### src/rtl/mlp_layer_sequencer.sv
// Sequencer for the 3-layer MLP datapath: walks the layers, neurons and input
// indices and drives the memory address, MAC strobes and result writes.
module mlp_layer_sequencer #(
  parameter int IN_N = 4,
  parameter int L0_N = 4,
  parameter int L1_N = 4,
  parameter int L2_N = 1
) (
  input  logic        clk,
  input  logic        reset,
  input  logic        start,
  input  logic        out_ready,
  output logic [15:0] mem_addr,
  output logic        mac_clear,
  output logic        mac_en,
  output logic [9:0]  mac_k,
  output logic        bias_en,
  output logic        out_wr,
  output logic [1:0]  out_layer,
  output logic [3:0]  out_neuron,
  output logic        relu_en,
  output logic        busy,
  output logic        done
);

  localparam logic [9:0] F0 = 10'(IN_N - 1);
  localparam logic [9:0] F1 = 10'(L0_N - 1);
  localparam logic [9:0] F2 = 10'(L1_N - 1);
  localparam logic [3:0] C0 = 4'(L0_N - 1);
  localparam logic [3:0] C1 = 4'(L1_N - 1);
  localparam logic [3:0] C2 = 4'(L2_N - 1);

  typedef enum logic [2:0] {
    IDLE,
    CLEAR,
    ISSUE,
    BIAS,
    BWAIT,
    WRITE,
    DONE
  } state_t;

  state_t      state;
  logic [1:0]  layer;
  logic [3:0]  neuron;
  logic [9:0]  k;
  logic [9:0]  fan_last;
  logic [3:0]  cnt_last;
  logic [5:0]  slot;

  assign slot = {layer, neuron};

  always_comb begin
    fan_last = F0;
    cnt_last = C0;
    case (layer)
      2'd1: begin
        fan_last = F1;
        cnt_last = C1;
      end
      2'd2: begin
        fan_last = F2;
        cnt_last = C2;
      end
      default: ;
    endcase
  end

  // Outputs are set on the transition into the state they belong to,
  // so every strobe is a plain register.
  always_ff @(posedge clk) begin
    if (reset) begin
      state      <= IDLE;
      layer      <= '0;
      neuron     <= '0;
      k          <= '0;
      mem_addr   <= '0;
      mac_clear  <= 1'b0;
      mac_en     <= 1'b0;
      mac_k      <= '0;
      bias_en    <= 1'b0;
      out_wr     <= 1'b0;
      out_layer  <= '0;
      out_neuron <= '0;
      relu_en    <= 1'b0;
      busy       <= 1'b0;
      done       <= 1'b0;
    end else begin
      mac_clear <= 1'b0;
      mac_en    <= 1'b0;
      bias_en   <= 1'b0;
      done      <= 1'b0;
      case (state)
        IDLE: begin
          if (start) begin
            layer     <= '0;
            neuron    <= '0;
            k         <= '0;
            mem_addr  <= '0;
            mac_clear <= 1'b1;
            busy      <= 1'b1;
            state     <= CLEAR;
          end
        end
        CLEAR: begin
          k        <= '0;
          mem_addr <= {slot, 10'd0};
          state    <= ISSUE;
        end
        ISSUE: begin
          // Data for this address returns next cycle.
          mac_en <= 1'b1;
          mac_k  <= k;
          if (k == fan_last) begin
            mem_addr <= {slot, 10'd0};
            state    <= BIAS;
          end else begin
            k        <= k + 10'd1;
            mem_addr <= {slot, k + 10'd1};
          end
        end
        BIAS: begin
          bias_en <= 1'b1;
          state   <= BWAIT;
        end
        BWAIT: begin
          out_wr     <= 1'b1;
          out_layer  <= layer;
          out_neuron <= neuron;
          relu_en    <= (layer != 2'd2);
          state      <= WRITE;
        end
        WRITE: begin
          if (out_ready) begin
            out_wr <= 1'b0;
            if (neuron != cnt_last) begin
              neuron    <= neuron + 4'd1;
              mem_addr  <= {layer, neuron + 4'd1, 10'd0};
              mac_clear <= 1'b1;
              state     <= CLEAR;
            end else if (layer != 2'd2) begin
              layer     <= layer + 2'd1;
              neuron    <= '0;
              mem_addr  <= {layer + 2'd1, 4'd0, 10'd0};
              mac_clear <= 1'b1;
              state     <= CLEAR;
            end else begin
              done  <= 1'b1;
              state <= DONE;
            end
          end
        end
        DONE: begin
          busy  <= 1'b0;
          state <= IDLE;
        end
        default: state <= IDLE;
      endcase
    end
  end

endmodule

### config.mk
export PLATFORM = sky130hd
export DESIGN_NAME = mlp_layer_sequencer
export DESIGN_NICKNAME = d
export VERILOG_FILES = /design/src/rtl/mlp_layer_sequencer.sv
export SDC_FILE = /design/constraint.sdc
export NUM_CORES = 1
export LEC_CHECK = 0
export CAP_MARGIN = 25
export CORE_MARGIN = 4
export CORE_UTILIZATION = 49
export CTS_CLUSTER_DIAMETER = 40
export DETAILED_ROUTE_END_ITERATION = 10
export GPL_TIMING_DRIVEN = 0
export PLACE_DENSITY_LB_ADDON = 0.15
export REMOVE_ABC_BUFFERS = 1
export SYNTH_ARGS = -nofsm -noshare
export SYNTH_HDL_FRONTEND = slang
export SYNTH_SLANG_ARGS = --single-unit
### constraint.sdc
create_clock -name clk -period 1.89 [get_ports clk]
set_input_delay 0.189 -clock clk [delete_from_list [all_inputs] [get_ports clk]]
set_output_delay 0.189 -clock clk [all_outputs]
set_load 0.1 [all_outputs]
==> flow_summary.yaml, run 1 <==
yosys:
  yosys.area_share.simple_pct: 22.7
  synth_area_leader_cell: "dfxtp_1"
  syn_area_sq_mm: 0.00286
  synth_fa_ha_area_share_pct: 1.31
  synth_edf_count: 0
  synth_area_leaders: "dfxtp_1 41%, a21oi_1 5.2%, nand2_1 4.7%"
  synth.top_cell.area_share_pct: 40.6
  synth_xor_area_share_pct: 2.45
  ys_async_sr_fraction_pct: 0
  yosysUniqueCellTypes: 67
  synth_compound_area_share_pct: 25.2
  synth_top_family_by_area: "compound AO/OA/AOI/OAI gates"
  avgSynthCellArea_sq_um: 8.75
  ys_seq_area_share_pct: 40.6
  synth.area.mux_share_pct: 2.80
  synthCells: 327
  yosysWarnings: 0
  synth_seq_cells: 58
  synth_top_flop_cell: "dfxtp_1"
clock_network:
  clk_transition_reported_paths_ps: 60
  clockBufferDepth: 2
  clk_latency_ps: 330
  clockRootBuffer: "clkbuf_8"
  cts_max_level: 3
  cts_tree: "yes"
  numCtsBuffers: 9
  cts_num_sinks: 58
  hold_buffers: 0
power_and_ir_drop:
  p_int_mw: 2.05
  pwr_density_cell_mw_per_mm2: 820
  p_seq_share_pct: 45.0
  pwr-share-comb_pct: 15.7
  p_switching_uw: 842
  leakage_nw: 1.39
  clkPwrFrac_pct: 39.3
  swShare_pct: 29.1
  max-vdd-ir-drop_mv: 0.540
sta:
  timing.final.max_slew_violations: 0
  setup_viol: 0
  setup_slack_ps: 82.4
  fmax_mhz: 553
  finalCritPeriodShare_pct: 95.6
  relSlewSlack_pct: 35.8
  fin_hold_ws_ps: 451
  worstMarginPinSlew_ps: 967
  fin_crit_ps: 1810
  finalHoldViolations: 0
  clock_skew_ps: 5.03
  setup_tns_ps: 0
floorplan:
  dieHeight_microns: 84.4
  die_area_sq_mm: 0.00712
  rows: 27
  dieWidth_microns: 84.4
  core_area_sq_mm: 0.00557
  initial_utilization_pct: 51.3
  ioPinCount: 43
final_layout:
  finalNetCount: 369
  layout-drive-gt1-share_pct: 14.5
  area_delta_synth_final_pct: 23.3
  antenna_cells: 0
  fillers: 488
grt:
  grt_pass1_wl_microns: 11400
  grt_pass1_vias: 2386
  track_usage_pct: 19.8
  grt_max_degree: 50
  grt_overflow: 0
  antenna_found_initial: 0
drt:
  dr.pass1.iters: 4
  route.detailed.drc: 0
  num_vias: 2570
  drtIter0Drc: 235
  wirelength_microns: 6850
  ant_nets: 0
  viasPerCell: 5.88
  wl_per_cell_microns: 15.7
worst_setup_path:
  path_delay_family: "compound AO/OA/AOI/OAI gates"
  critPathMaxStageDelay_ps: 430
  crit_arrival_ps: 2010
  crit_slowest_cell: "dfxtp_1"
  cp_max_fo: 9
  endpoint_kind: "flop"
  r2r-start: "k[1]"
  start_kind: "flop"
  cp_cell_sequence: "ha_2 -> nor4b_4 -> buf_4 -> a31oi_4 -> a41oi_1 -> a31oi_1"
  ff2ff_path_depth: 6
  timing.rr.end: "k[6]"
  r2r_slack_ps: 80
  required_ps: 2100
  path_buf_inv: 1
  path_class: "reg2reg"
outcome:
  status: "finished clean"
hold_path:
  hold_class: "reg2reg"
  min_to: "mac_k[3]"
  min-delay-start: "mac_k[3]"
  min_path_cells: 2
placed_design:
  dp_hpwl_microns: 4270
  place_congestion: 0.919
  dp_slack_ps: -315
  portBuffers: 42
flow_run:
  drv_cap: 0
[sequential cells by signal (all words and copies together), names as in the netlist, 2 cells and up]
register    count
k              10
layer           2
mac_k          10
mem_addr       16
neuron          4
out_layer       2
out_neuron      4
state           3
[cell usage in the layout (no fill, tap or decap), types with 5 or more instances in the layout]
cell type,n
a21oi_1,30
a31oi_1,9
clkbuf_8,11
dfxtp_1,51
dfxtp_2,5
dlygate4sd2_1,39
inv_1,6
mux2i_1,8
nand2_1,36
nand2b_1,10
nand3_1,8
nor2_1,14
nor3_1,6
o21ai_0,10
o21ai_1,8
[kinds of logic (layout without fill, tap and decap cells)]
| kind of cell | after synthesis | after routing |
|---|---|---|
| multiplexers | 8 | 8 |
| buffers and inverters | 30 | 66 |
| AND/OR/NAND/NOR | 114 | 114 |
| AO/OA/AOI/OAI | 106 | 108 |
| flip-flops | 58 | 58 |
| adder cells (fa/ha/maj) | 3 | 3 |
| XOR/XNOR | 8 | 8 |
[worst register-to-register path, delay by kind of cell, from the launching register on]
kind                       cells  cell delay [ps]
and+or+nand+nor                1              310
buffers and inverters          1              190
adders and majority gates      1              280
AOI/OAI and AO/OA              3              480
DFF                            1              430
[metrics by stage]
| step | power [mW] | util, % | std cells | cell area [sq um] |
|---|---|---|---|---|
| final | 2.89 | 63.3 | 437 | 3530 |
| after global routing | 3.01 | 63.3 | 437 | 3530 |
| after CTS | 2.90 | 62.2 | 437 | 3470 |
| after floorplan | 1.64 | - | 303 | 2740 |
| after detailed placement | 1.76 | 58.2 | 417 | 3250 |
| after global placement | 1.76 | 58.3 | 417 | 3250 |
[routing by layer]
layer	GRT usage [%]	vias up	wire length, microns
met4	6.76	0	98
li1	-	1275	-
met1	29.2	1220	3520
met3	6.18	7	455
met5	0	-	0
met2	27.2	68	2780
[cell type report]
cell class | count | area (sq um) | share of cell area [%]
Multi-Input combinational cell | 241 | 1650 | 46.8
Sequential cell | 58 | 1170 | 33.3
Timing Repair Buffer | 46 | 397 | 11.2
Clock buffer | 11 | 151 | 4.29
Tap cell | 72 | 90.1 | 2.55
Clock inverter | 3 | 40.0 | 1.14
Inverter | 6 | 22.5 | 0.639
[repair_timing]
action	4_1_cts	5_1_grt
pin swaps	1	0
buffers inserted	4	0
cloned	2	0
endpoints found under the setup margin	72	29
resized for setup	47	19
[how the worst max path moves through the flow]
stage	from	depth (start not counted)	slack [ps]	endpoint
2_1_floorplan	state[2]	4	-0.3	mem_addr[6]
3_3_place_gp	reset	5	-1410	k[5]
3_5_place_dp	layer[0]	6	-310	mem_addr[8]
4_1_cts	state[2]	4	9	mem_addr[12]
5_1_grt	k[1]	6	-9	k[6]
6_report	k[1]	6	80	k[6]
[synthesized netlist by cell type, types with 3 or more instances]
library cell,instances
o21ai_1,5
a21o_1,3
nor2_1,16
and3_1,3
xnor2_1,4
inv_1,6
a22o_1,3
a31oi_1,10
xor2_1,4
clkbuf_1,12
nand4_1,3
o22ai_1,4
nand2b_1,10
nor4_1,3
a21oi_1,30
nor3_1,6
o2bb2ai_1,3
buf_2,9
mux2i_1,8
dfxtp_1,58
o21ai_0,13
ha_1,3
nand3_1,9
o21a_1,4
a211oi_1,6
nor2b_1,4
nand2_1,36
[power groups by stage]
stage | clock network, mW | logic (mW) | registers (mW)
2_1_floorplan | 0 | 0.213 | 1.43
3_3_place_gp | 0 | 0.436 | 1.32
3_5_place_dp | 0 | 0.438 | 1.32
4_1_cts | 1.16 | 0.439 | 1.30
5_1_grt | 1.22 | 0.490 | 1.31
6_report | 1.14 | 0.454 | 1.30
No activity file was read; power rests on OpenSTA's default activity.
==> run 2, diff against run 1 <==
PLACE_DENSITY_LB_ADDON = 0.12   (was 0.15)
==> flow_summary.yaml, run 2 (synthesis results as in run 1) <==
outcome:
  status: "finished clean"
floorplan:
  ioPinCount: 43
  die_area_sq_mm: 0.00712
  dieHeight_microns: 84.4
  dieWidth_microns: 84.4
  initial_utilization_pct: 51.3
  rows: 27
  core_area_sq_mm: 0.00557
flow_run:
  drv_cap: 0
clock_network:
  cts_num_sinks: 58
  cts_tree: "yes"
  cts_max_level: 3
  clockBufferDepth: 2
  clockRootBuffer: "clkbuf_8"
  clk_transition_reported_paths_ps: 60
  clk_latency_ps: 340
  numCtsBuffers: 9
drt:
  topRoutingLayerUsed: "met4"
  viasPerCell: 5.82
  dr_wl_met2_microns: 2860
  wl_per_cell_microns: 15.6
  wl_met1_microns: 3590
  num_vias: 2560
  wirelength_microns: 6860
  drtIter0Drc: 161
  route.detailed.drc: 0
  dr.pass1.iters: 5
  dr_wl_met3_microns: 305
  ant_nets: 0
power_and_ir_drop:
  max-vdd-ir-drop_mv: 0.472
  p_seq_share_pct: 45.0
  pwr-share-comb_pct: 15.5
  p_int_mw: 2.03
  swShare_pct: 29.8
  p_switching_uw: 858
  pwr_density_cell_mw_per_mm2: 817
  leakage_nw: 1.40
  clkPwrFrac_pct: 39.5
worst_setup_path:
  path_buf_inv: 2
  cp_cell_sequence: "inv_1 -> ha_4 -> nor3b_4 -> buf_4 -> a31o_2 -> a2111oi_2 -> nor3_1"
  crit_arrival_ps: 1980
  critPathMaxStageDelay_ps: 370
  path_class: "reg2reg"
  required_ps: 2080
  cp_max_fo: 9
  crit_slowest_cell: "dfxtp_2"
  start_kind: "flop"
  endpoint_kind: "flop"
  path_delay_family: "compound AO/OA/AOI/OAI gates"
final_layout:
  area_delta_synth_final_pct: 23.4
  final_cell_mix: "51 x dfxtp_1, 39 x dlygate4sd2_1, 36 x nand2_1"
  reg_top3: "mem_addr x16, k x10, mac_k x10"
  final_util_pct: 63.3
  final_cell_area_sq_mm: 0.00353
  max_flop_register: "mem_addr"
  largest_reg_flops: 16
  layout-drive-gt1-share_pct: 14.4
  antenna_cells: 0
  finalNetCount: 370
  layout_commonest_cell: "dfxtp_1"
sta:
  worstMarginPinSlew_ps: 968
  relSlewSlack_pct: 35.7
  clock_skew_ps: 9.15
  timing.final.max_slew_violations: 0
  fmax_mhz: 556
  fin_crit_ps: 1800
  setup_slack_ps: 93.0
  finalHoldViolations: 0
  setup_viol: 0
  finalCritPeriodShare_pct: 95.1
grt:
  grt_pass1_vias: 2294
  antenna_found_initial: 0
  grt_max_degree: 49
  track_usage_pct: 19.3
  grt_pass1_wl_microns: 11300
  grt_overflow: 0
placed_design:
  portBuffers: 42
  place_congestion: 0.919
  dp_hpwl_microns: 4390
  placed_area_sq_mm: 0.00325
  dp_slack_ps: -333
hold_path:
  hold_class: "in2reg"
==> run 2: path summary, 6_finish.rpt <==
check / startpoint / to / slack [ps] / cells after the start
worst max-delay path: layer[0] / mem_addr[11] / 90 / 7
worst min-delay path: reset / out_neuron[0] / 440 / 2
worst max register to register: layer[0] / mem_addr[11] / 90 / 7
worst min register to register: mac_k[4] / mac_k[4] / 450 / 2
==> run 2: final cells by class <==
cell class	instances	area (sq um)
flip-flops and latches	58	1170
clock buffers	11	141
fillers	497	2040
inverters	6	22.5
well taps	72	90.1
multi-input cells	241	1640
clock inverters	5	53.8
repair buffers	47	404
==> run 2: repair_timing <==
item / 4_1_cts / 5_1_grt
resized for setup: 48 / 13
pin swaps: 0 / 3
endpoints found under the setup margin: 72 / 27
hold buffers: 0 / 0
cloned: 1 / 1
buffers inserted: 4 / 1
==> run 2: power groups by stage <==
stage	sequential, mW	clock (mW)	combinational, mW
CTS	1.30	1.16	0.430
global placement	1.32	0	0.435
floorplan	1.43	0	0.213
finish	1.30	1.14	0.447
detailed placement	1.32	0	0.435
global route	1.30	1.20	0.480
==> run 2: metrics by stage <==
| step | power, mW | cells | hold slack (ps) | TNS [ps] |
|---|---|---|---|---|
| 6_report | 2.88 | 440 | 440 | 0 |
| 5_1_grt | 2.98 | 440 | 468 | -15.6 |
| 4_1_cts | 2.88 | 438 | 450 | 0 |
| 3_5_place_dp | 1.76 | 417 | 444 | -5880 |
| 3_3_place_gp | 1.76 | 417 | 435 | -31880 |
| 2_1_floorplan | 1.64 | 303 | 258 | -1.00 |
==> run 2: layer usage <==
metal	vias to the layer above	track usage, %
li1	1289	-
met1	1209	28.5
met2	51	27.1
met3	11	3.83
met4	0	8.63
met5	-	0
